**config.mk**
```make
export PLATFORM = sky130hd
export DESIGN_NAME = matrix_stream_out
export DESIGN_NICKNAME = d
export VERILOG_FILES = /design/src/rtl/matrix_stream_out.sv
export SDC_FILE = /design/constraint.sdc
export NUM_CORES = 1
export LEC_CHECK = 0
export CAP_MARGIN = 25
export CORE_AREA = 3 3 153 155
export DETAILED_ROUTE_END_ITERATION = 16
export DIE_AREA = 0 0 156 158
export GPL_ROUTABILITY_DRIVEN = 0
export GPL_TIMING_DRIVEN = 0
export HOLD_SLACK_MARGIN = 0.03
export PLACE_DENSITY = 0.77
export SYNTH_ARGS = -nofsm -noshare
export SYNTH_HDL_FRONTEND = slang
export SYNTH_SLANG_ARGS = --single-unit
```
**constraint.sdc**
```tcl
create_clock -name clk -period 10.5 [get_ports clk]
set_input_delay 2.1 -clock clk [delete_from_list [all_inputs] [get_ports clk]]
set_output_delay 2.1 -clock clk [all_outputs]
set_load 0.005 [all_outputs]
```
**src/rtl/matrix_stream_out.sv**
```systemverilog
// matrix_stream_out: streams the active m x n elements of a packed row-major
// result matrix, one element per valid/ready transfer, in row-major order.
// Optional build macro MATRIX_STREAM_DIMCHECK_EN: reject out-of-range dimensions
// with an err pulse instead of clamping them.
module matrix_stream_out #(
    parameter int MAX_DIM    = 5,
    parameter int ELEM_WIDTH = 8
) (
    input  logic                                  clk,
    input  logic                                  reset,
    input  logic                                  start,
    input  logic [2:0]                            m,
    input  logic [2:0]                            n,
    input  logic [MAX_DIM*MAX_DIM*ELEM_WIDTH-1:0] matrix_in,
    output logic [ELEM_WIDTH-1:0]                 elem_out,
    output logic                                  elem_valid,
    input  logic                                  elem_ready,
    output logic [2:0]                            row_idx,
    output logic [2:0]                            col_idx,
    output logic                                  row_last,
    output logic                                  last,
    output logic                                  busy,
    output logic                                  done,
    output logic                                  err
);
    localparam int         BUS_W   = MAX_DIM * MAX_DIM * ELEM_WIDTH;
    localparam logic [2:0] DIM_MAX = 3'(MAX_DIM);

    typedef enum logic [1:0] {IDLE, SEND, FINISH} state_t;

    state_t                  state_q, state_d;
    logic [BUS_W-1:0]        mat_q, mat_d;
    logic [2:0]              m_last_q, m_last_d, n_last_q, n_last_d;
    logic [ELEM_WIDTH-1:0]   elem_q, elem_d;
    logic [2:0]              row_q, row_d, col_q, col_d;
    logic                    row_last_q, row_last_d, last_q, last_d;
    logic                    valid_q, valid_d, busy_q, busy_d;
    logic                    done_q, done_d, err_q, err_d;

    logic [2:0]              m_eff, n_eff, next_row, next_col;
    logic                    dim_bad;

    // Element (r,c) lives at bit offset (r*MAX_DIM+c)*ELEM_WIDTH.
    function automatic logic [ELEM_WIDTH-1:0] pick(input logic [BUS_W-1:0] bus,
                                                   input logic [2:0] r,
                                                   input logic [2:0] c);
        int unsigned off;
        off = (32'(r) * MAX_DIM + 32'(c)) * ELEM_WIDTH;
        return ELEM_WIDTH'(bus >> off);
    endfunction

    // Resolve requested dimensions: reject or clamp depending on the build.
    always_comb begin
        dim_bad = 1'b0;
        m_eff   = m;
        n_eff   = n;
`ifdef MATRIX_STREAM_DIMCHECK_EN
        dim_bad = (m == 3'd0) || (n == 3'd0) || (m > DIM_MAX) || (n > DIM_MAX);
`else
        if (m == 3'd0)        m_eff = 3'd1;
        else if (m > DIM_MAX) m_eff = DIM_MAX;
        if (n == 3'd0)        n_eff = 3'd1;
        else if (n > DIM_MAX) n_eff = DIM_MAX;
`endif
    end

    // Next-state logic: snapshot on start, advance one element per transfer.
    always_comb begin
        state_d    = state_q;
        mat_d      = mat_q;
        m_last_d   = m_last_q;
        n_last_d   = n_last_q;
        elem_d     = elem_q;
        row_d      = row_q;
        col_d      = col_q;
        row_last_d = row_last_q;
        last_d     = last_q;
        valid_d    = valid_q;
        busy_d     = busy_q;
        done_d     = 1'b0;
        err_d      = 1'b0;
        next_row   = row_q;
        next_col   = col_q;
        case (state_q)
            IDLE: begin
                if (start) begin
                    if (dim_bad) begin
                        err_d = 1'b1;
                    end else begin
                        state_d    = SEND;
                        mat_d      = matrix_in;
                        m_last_d   = m_eff - 3'd1;
                        n_last_d   = n_eff - 3'd1;
                        elem_d     = pick(matrix_in, 3'd0, 3'd0);
                        row_d      = 3'd0;
                        col_d      = 3'd0;
                        row_last_d = (n_eff == 3'd1);
                        last_d     = (m_eff == 3'd1) && (n_eff == 3'd1);
                        valid_d    = 1'b1;
                        busy_d     = 1'b1;
                    end
                end
            end
            SEND: begin
                // elem_valid is always high here, so elem_ready alone marks a transfer.
                if (elem_ready) begin
                    if (last_q) begin
                        valid_d = 1'b0;
                        busy_d  = 1'b0;
                        done_d  = 1'b1;
                        state_d = FINISH;
                    end else begin
                        if (col_q == n_last_q) begin
                            next_col = 3'd0;
                            next_row = row_q + 3'd1;
                        end else begin
                            next_col = col_q + 3'd1;
                        end
                        row_d      = next_row;
                        col_d      = next_col;
                        elem_d     = pick(mat_q, next_row, next_col);
                        row_last_d = (next_col == n_last_q);
                        last_d     = (next_row == m_last_q) && (next_col == n_last_q);
                    end
                end
            end
            FINISH:  state_d = IDLE;
            default: state_d = IDLE;
        endcase
    end

    // State and registered outputs.
    always_ff @(posedge clk or posedge reset) begin
        if (reset) begin
            state_q    <= IDLE;
            mat_q      <= '0;
            m_last_q   <= '0;
            n_last_q   <= '0;
            elem_q     <= '0;
            row_q      <= '0;
            col_q      <= '0;
            row_last_q <= 1'b0;
            last_q     <= 1'b0;
            valid_q    <= 1'b0;
            busy_q     <= 1'b0;
            done_q     <= 1'b0;
            err_q      <= 1'b0;
        end else begin
            state_q    <= state_d;
            mat_q      <= mat_d;
            m_last_q   <= m_last_d;
            n_last_q   <= n_last_d;
            elem_q     <= elem_d;
            row_q      <= row_d;
            col_q      <= col_d;
            row_last_q <= row_last_d;
            last_q     <= last_d;
            valid_q    <= valid_d;
            busy_q     <= busy_d;
            done_q     <= done_d;
            err_q      <= err_d;
        end
    end

    assign elem_out   = elem_q;
    assign elem_valid = valid_q;
    assign row_idx    = row_q;
    assign col_idx    = col_q;
    assign row_last   = row_last_q;
    assign last       = last_q;
    assign busy       = busy_q;
    assign done       = done_q;
    assign err        = err_q;
endmodule
```
After elaboration in Yosys (flattened, before gate mapping) --
Index checks and enable logic that the tools add are counted.
Storage, ports and cells: bits in registers 226, word-level logic and storage cells 83
Operators by class: add/sub/neg operators 5, multiply operators 1, order comparisons 2, eq/ne operators 10, shift-type cells 1, multiplexer cells 42, reductions and logical operators 11
Operators by type and width (number):
- 200-bit by 10-bit right shift with 8-bit output | 1
- 3-bit 2-to-1 mux | 17
- 8-bit 2-to-1 mux | 3
- 8-bit one-hot mux with 2 select lines | 1
- 1-bit 2-to-1 mux | 12
- 3-bit one-hot mux with 2 select lines | 2
- 3-bit == test | 3
- 2-bit inequality test, second input constant | 4
- 4-bit AND reduction | 2
- 6-bit by 3-bit adder with 7-bit output | 1
- 3-bit by 1-bit adder with 3-bit output, second input constant | 2
- 3-bit by 1-bit == test with 1-bit output, second input constant | 2
- 3-bit greater-than comparator, second input constant | 2
- 3-bit logical NOT | 2
- 3-bit by 3-bit multiplier with 6-bit output, second input constant | 1
- 2-bit 2-to-1 mux | 3
- 1-bit one-hot mux with 2 select lines | 3
- 3-bit AND reduction | 2
- 3-bit by 1-bit subtractor with 3-bit output, second input constant | 2
- 2-bit one-hot mux with 2 select lines | 1
- 2-bit by 1-bit == test with 1-bit output, second input constant | 1
- 1-bit logical AND | 2
- 2-bit logical NOT | 1
- 2-bit AND reduction | 1
- 2-bit nonzero test | 1

Longest topological paths before layout --
depth after elaboration 11, mapped depth 16, mapped depth without buffers 15

Worst setup path before layout --
OpenSTA, ideal clock, no wires.
path type input to register, start point in start, end point reg elem_q[2] (netlist: elem_out[2]), setup time 0.123 ns, arrival 3.822 ns, required time 10.377 ns, path slack 6.555 ns, stages on the path 7, cell sequence or3b_2 > clkbuf_1 > a22o_1 > a21oi_1 > o211ai_1 > a2111o_1 > o221a_2
Between the ends: cells in the longest elaborated chain, start to end 2
Ends and longest elaborated chain:
- start: declaration | RTL line 11 | input logic start,
- 2-bit inequality test (no source line)
- 4-bit AND reduction (no source line)
- end signal: assignment | RTL line 153 | elem_q <= elem_d;
- end: declaration | RTL line 34 | logic [ELEM_WIDTH-1:0] elem_q, elem_d;
Every way passes these cells. A chain may end at the register's enable or synchronous reset.

Worst setup path after layout --
start point reg col_q[0] (netlist: col_idx[0]), end point reg elem_q[2] (netlist: elem_out[2])
Between the ends: cells in the longest elaborated chain, start to end 11, elaborated cells between the ends (all ways) 16
Ends and longest elaborated chain:
- start: declaration | RTL line 35 | logic [2:0] row_q, row_d, col_q, col_d;
- start signal: assignment | RTL line 155 | col_q <= col_d;
- 3-bit == test | RTL line 113 | if (col_q == n_last_q) begin
- 3-bit 2-to-1 mux | RTL line 113
- 3-bit 2-to-1 mux | RTL line 107 | if (last_q) begin
- 3-bit 2-to-1 mux | RTL line 106 | if (elem_ready) begin
- 3-bit 2-to-1 mux | RTL line 84 | case (state_q)
- 3-bit by 3-bit multiplier with 6-bit output | RTL line 48 | off = (32'(r) * MAX_DIM + 32'(c)) * ELEM_WIDTH;
- 6-bit by 3-bit adder with 7-bit output * | RTL line 48
- 200-bit by 10-bit right shift with 8-bit output * | RTL line 49 | return ELEM_WIDTH'(bus >> off);
- 8-bit 2-to-1 mux * | RTL line 107
- 8-bit 2-to-1 mux * | RTL line 106
- 8-bit one-hot mux with 2 select lines * | RTL line 84
Mark *: on every way between the ends. The rest lies on a longest branch, timed or not. The select of a mux whose other input is x is not followed.

==> impl_metrics.ini <==
[synth]
ys.flop_type = dfrtp_1
syn_nets = 1427
synth_area_mm2 = 0.01078
synth_edf_count = 0
synth_async_sr_flop_share_pct = 100.0
yosys.area.top_type_share_pct = 52.47
syn_area_per_cell_um2 = 8.944
synth_top_cell_by_area = dfrtp_1
synth.most_common_cell = nand2_1
yosysWarningCount = 0
ys_ff_latch = 226
ys_seq_area_share_pct = 52.47
synth_common_cells = nand2_1, dfrtp_1, clkbuf_1, mux4_2, mux2i_1
syn_inst = 1205
synth_area_leaders = dfrtp_1, nand2_1, mux4_2
synth_cell_types = 56

[detailed_routing]
wl_per_cell_um = 18.92
totalWireLength_mm = 33.22
firstDrtPassIters = 5
drtAntennaViolNets = 0
viasPerCell = 5.461
first_iter_violations = 910
drc_errors = 0
num_vias = 9589

[clocking]
ctsResizeCount = 0
htree_levels = 1
cts_setup_buffers = 0
clkTransAtPathRegs_ns = 0.06
cts_sinks = 226
cts_tree = yes
cts_hold_buf = 0
cts_max_path_buffers = 3
clk_latency_ns = 0.52
cts_buffers = 24
root_buffer = clkbuf_16

[placement]
port_buffers = 228
place_inst = 1715
placed_area_mm2 = 0.01345
dp_worst_setup_slack_ns = 5.585
hpwl_mm = 24.74

[power]
pwr-share-seq_pct = 30.8
ir_drop_v = 0.0001900
p_int_mw = 2.826
p_total_mw = 4.983
p_clk_share_pct = 16.6
p_leak_nw = 6.899
p_per_area_mw_per_mm2 = 350.5
p_comb_share_pct = 52.6
p_sw_mw = 2.157
swShare_pct = 43.30

[floorplan]
die_y_um = 158
start_util_pct = 49.08
core_mm2 = 0.02196
core.rowCount = 54
ios = 230
die_w_um = 156
die_area_mm2 = 0.02465

[critical_path]
path_max_fanout = 9
crit_arrival_ns = 5.55
path_class = register to register
startpoint_type = register
worstRegToRegCells = 15
endpoint_kind = register
cp.required_ns = 10.95

[timing]
setup_violations = 0
fin_setup_tns_ns = 0
post-route-period-util_pct = 48.54
relSlewSlack_pct = 39.71
drv_slew = 0
fin_skew_ns = 0.01113
hold_ws_ns = 0.4701
report.final.hold_viol_count = 0
post-route-min-period_ns = 5.096
tightest_slew_ns = 0.9025
max_freq_mhz = 196.2
worst_slack_ns = 5.404
rsz0062_at_grt = false

[global_route]
grt_pass1_vias = 9480
grt_usage_pct = 26.61
grt_pass1_wl_mm = 50.75
antenna_found_initial = 0
overflow = 0
grt_max_degree = 129

[finish]
fin_util_pct = 64.74
drive_gt1_share_pct = 5.623
final_design_area_no_fill_mm2 = 0.01422
finalNetCount = 1683
diodes = 0
final_cells = 1756
areaGrowthSynthToFinish_pct = 31.90

[job]
cap_violations = 0

[min_path]
min_path_cells = 2
min_path_type = register to register

[status]
outcome = finished clean
==> cell usage in the layout, fill, tap and decap left out, drive strengths merged, types with 17 or more instances in the layout <==
cell type      synthesis  final
clkbuf                52     91
nor2                  17     17
o21ai                 25     25
nand2                642    642
buf                   16     18
dfrtp                226    226
mux4                  29     29
mux2i                 27     27
nand2b                17     17
clkdlybuf4s50          0    228
==> cells by family after synthesis <==
group | count (synthesis) | synth area share, %
DFF | 226 | 52.47
adders and majority gates | 12 | 1.463
and+or+nand+nor | 706 | 25.61
AOI/OAI and AO/OA | 100 | 6.292
muxes | 62 | 9.229
xor gates and xnor gates | 22 | 1.858
other | 1 | 0.03479
buffers and inverters | 76 | 3.042
==> worst paths after layout <==
| kind | start | to | slack [ns] |
|---|---|---|---|
| max | col_idx[0]$_DFFE_PP0P_ | elem_out[2]$_DFFE_PP0P_ | 5.40 |
| min in group asynchronous | reset | mat_q[28]$_DFFE_PP0P_ | 2.09 |
| min | mat_q[185]$_DFFE_PP0P_ | mat_q[185]$_DFFE_PP0P_ | 0.47 |
| max in group asynchronous | reset | mat_q[170]$_DFFE_PP0P_ | 7.39 |
| min reg2reg | mat_q[185]$_DFFE_PP0P_ | mat_q[185]$_DFFE_PP0P_ | 0.47 |
| max reg2reg | col_idx[0]$_DFFE_PP0P_ | elem_out[2]$_DFFE_PP0P_ | 5.40 |
==> final cells by class <==
type,instances,area (um2)
Fill cell,1827,7742
Timing Repair Buffer,230,2317
Inverter,8,37.54
Multi-Input combinational cell,903,4795
Sequential cell,226,5655
Clock inverter,2,35.03
Clock buffer,39,728.2
Buffer,68,297.8
Tap cell,280,350.3
==> state kept, by name, indices dropped and copies added (netlist names) <==
signal	count
row_idx	3
busy	1
elem_out	8
row_last	1
n_last_q	3
mat_q	200
state_q	2
last	1
done	1
col_idx	3
m_last_q	3
==> worst max-delay path, cell delays in order, from the launching register on <==
cell	delay, ns
dfrtp_1	0.49
xnor2_1	0.29
and3_1	0.21
clkbuf_1	0.29
nand2_1	0.13
xor2_1	0.24
inv_1	0.14
ha_1	0.32
xor2_1	0.20
fa_1	0.78
clkinv_1	0.46
nor2_1	0.40
nand3_1	0.30
o22ai_1	0.39
a2111o_1	0.19
o221a_2	0.19
==> power by group through the flow <==
| stage | registers, mW | logic [mW] | clock network, mW |
|---|---|---|---|
| global placement | 1.52 | 2.50 | 0 |
| floorplan | 1.45 | 1.72 | 0 |
| CTS | 1.53 | 2.58 | 0.832 |
| detailed placement | 1.53 | 2.55 | 0 |
| finish | 1.54 | 2.62 | 0.825 |
| global route | 1.58 | 2.81 | 0.866 |
==> layer usage <==
layer	wire length [um]	GRT usage, %
met4	1075	9.041
met3	2894	5.385
met5	0	0
met2	15910	43.73
met1	13340	35.62
No activity file was read; power rests on OpenSTA's default activity.
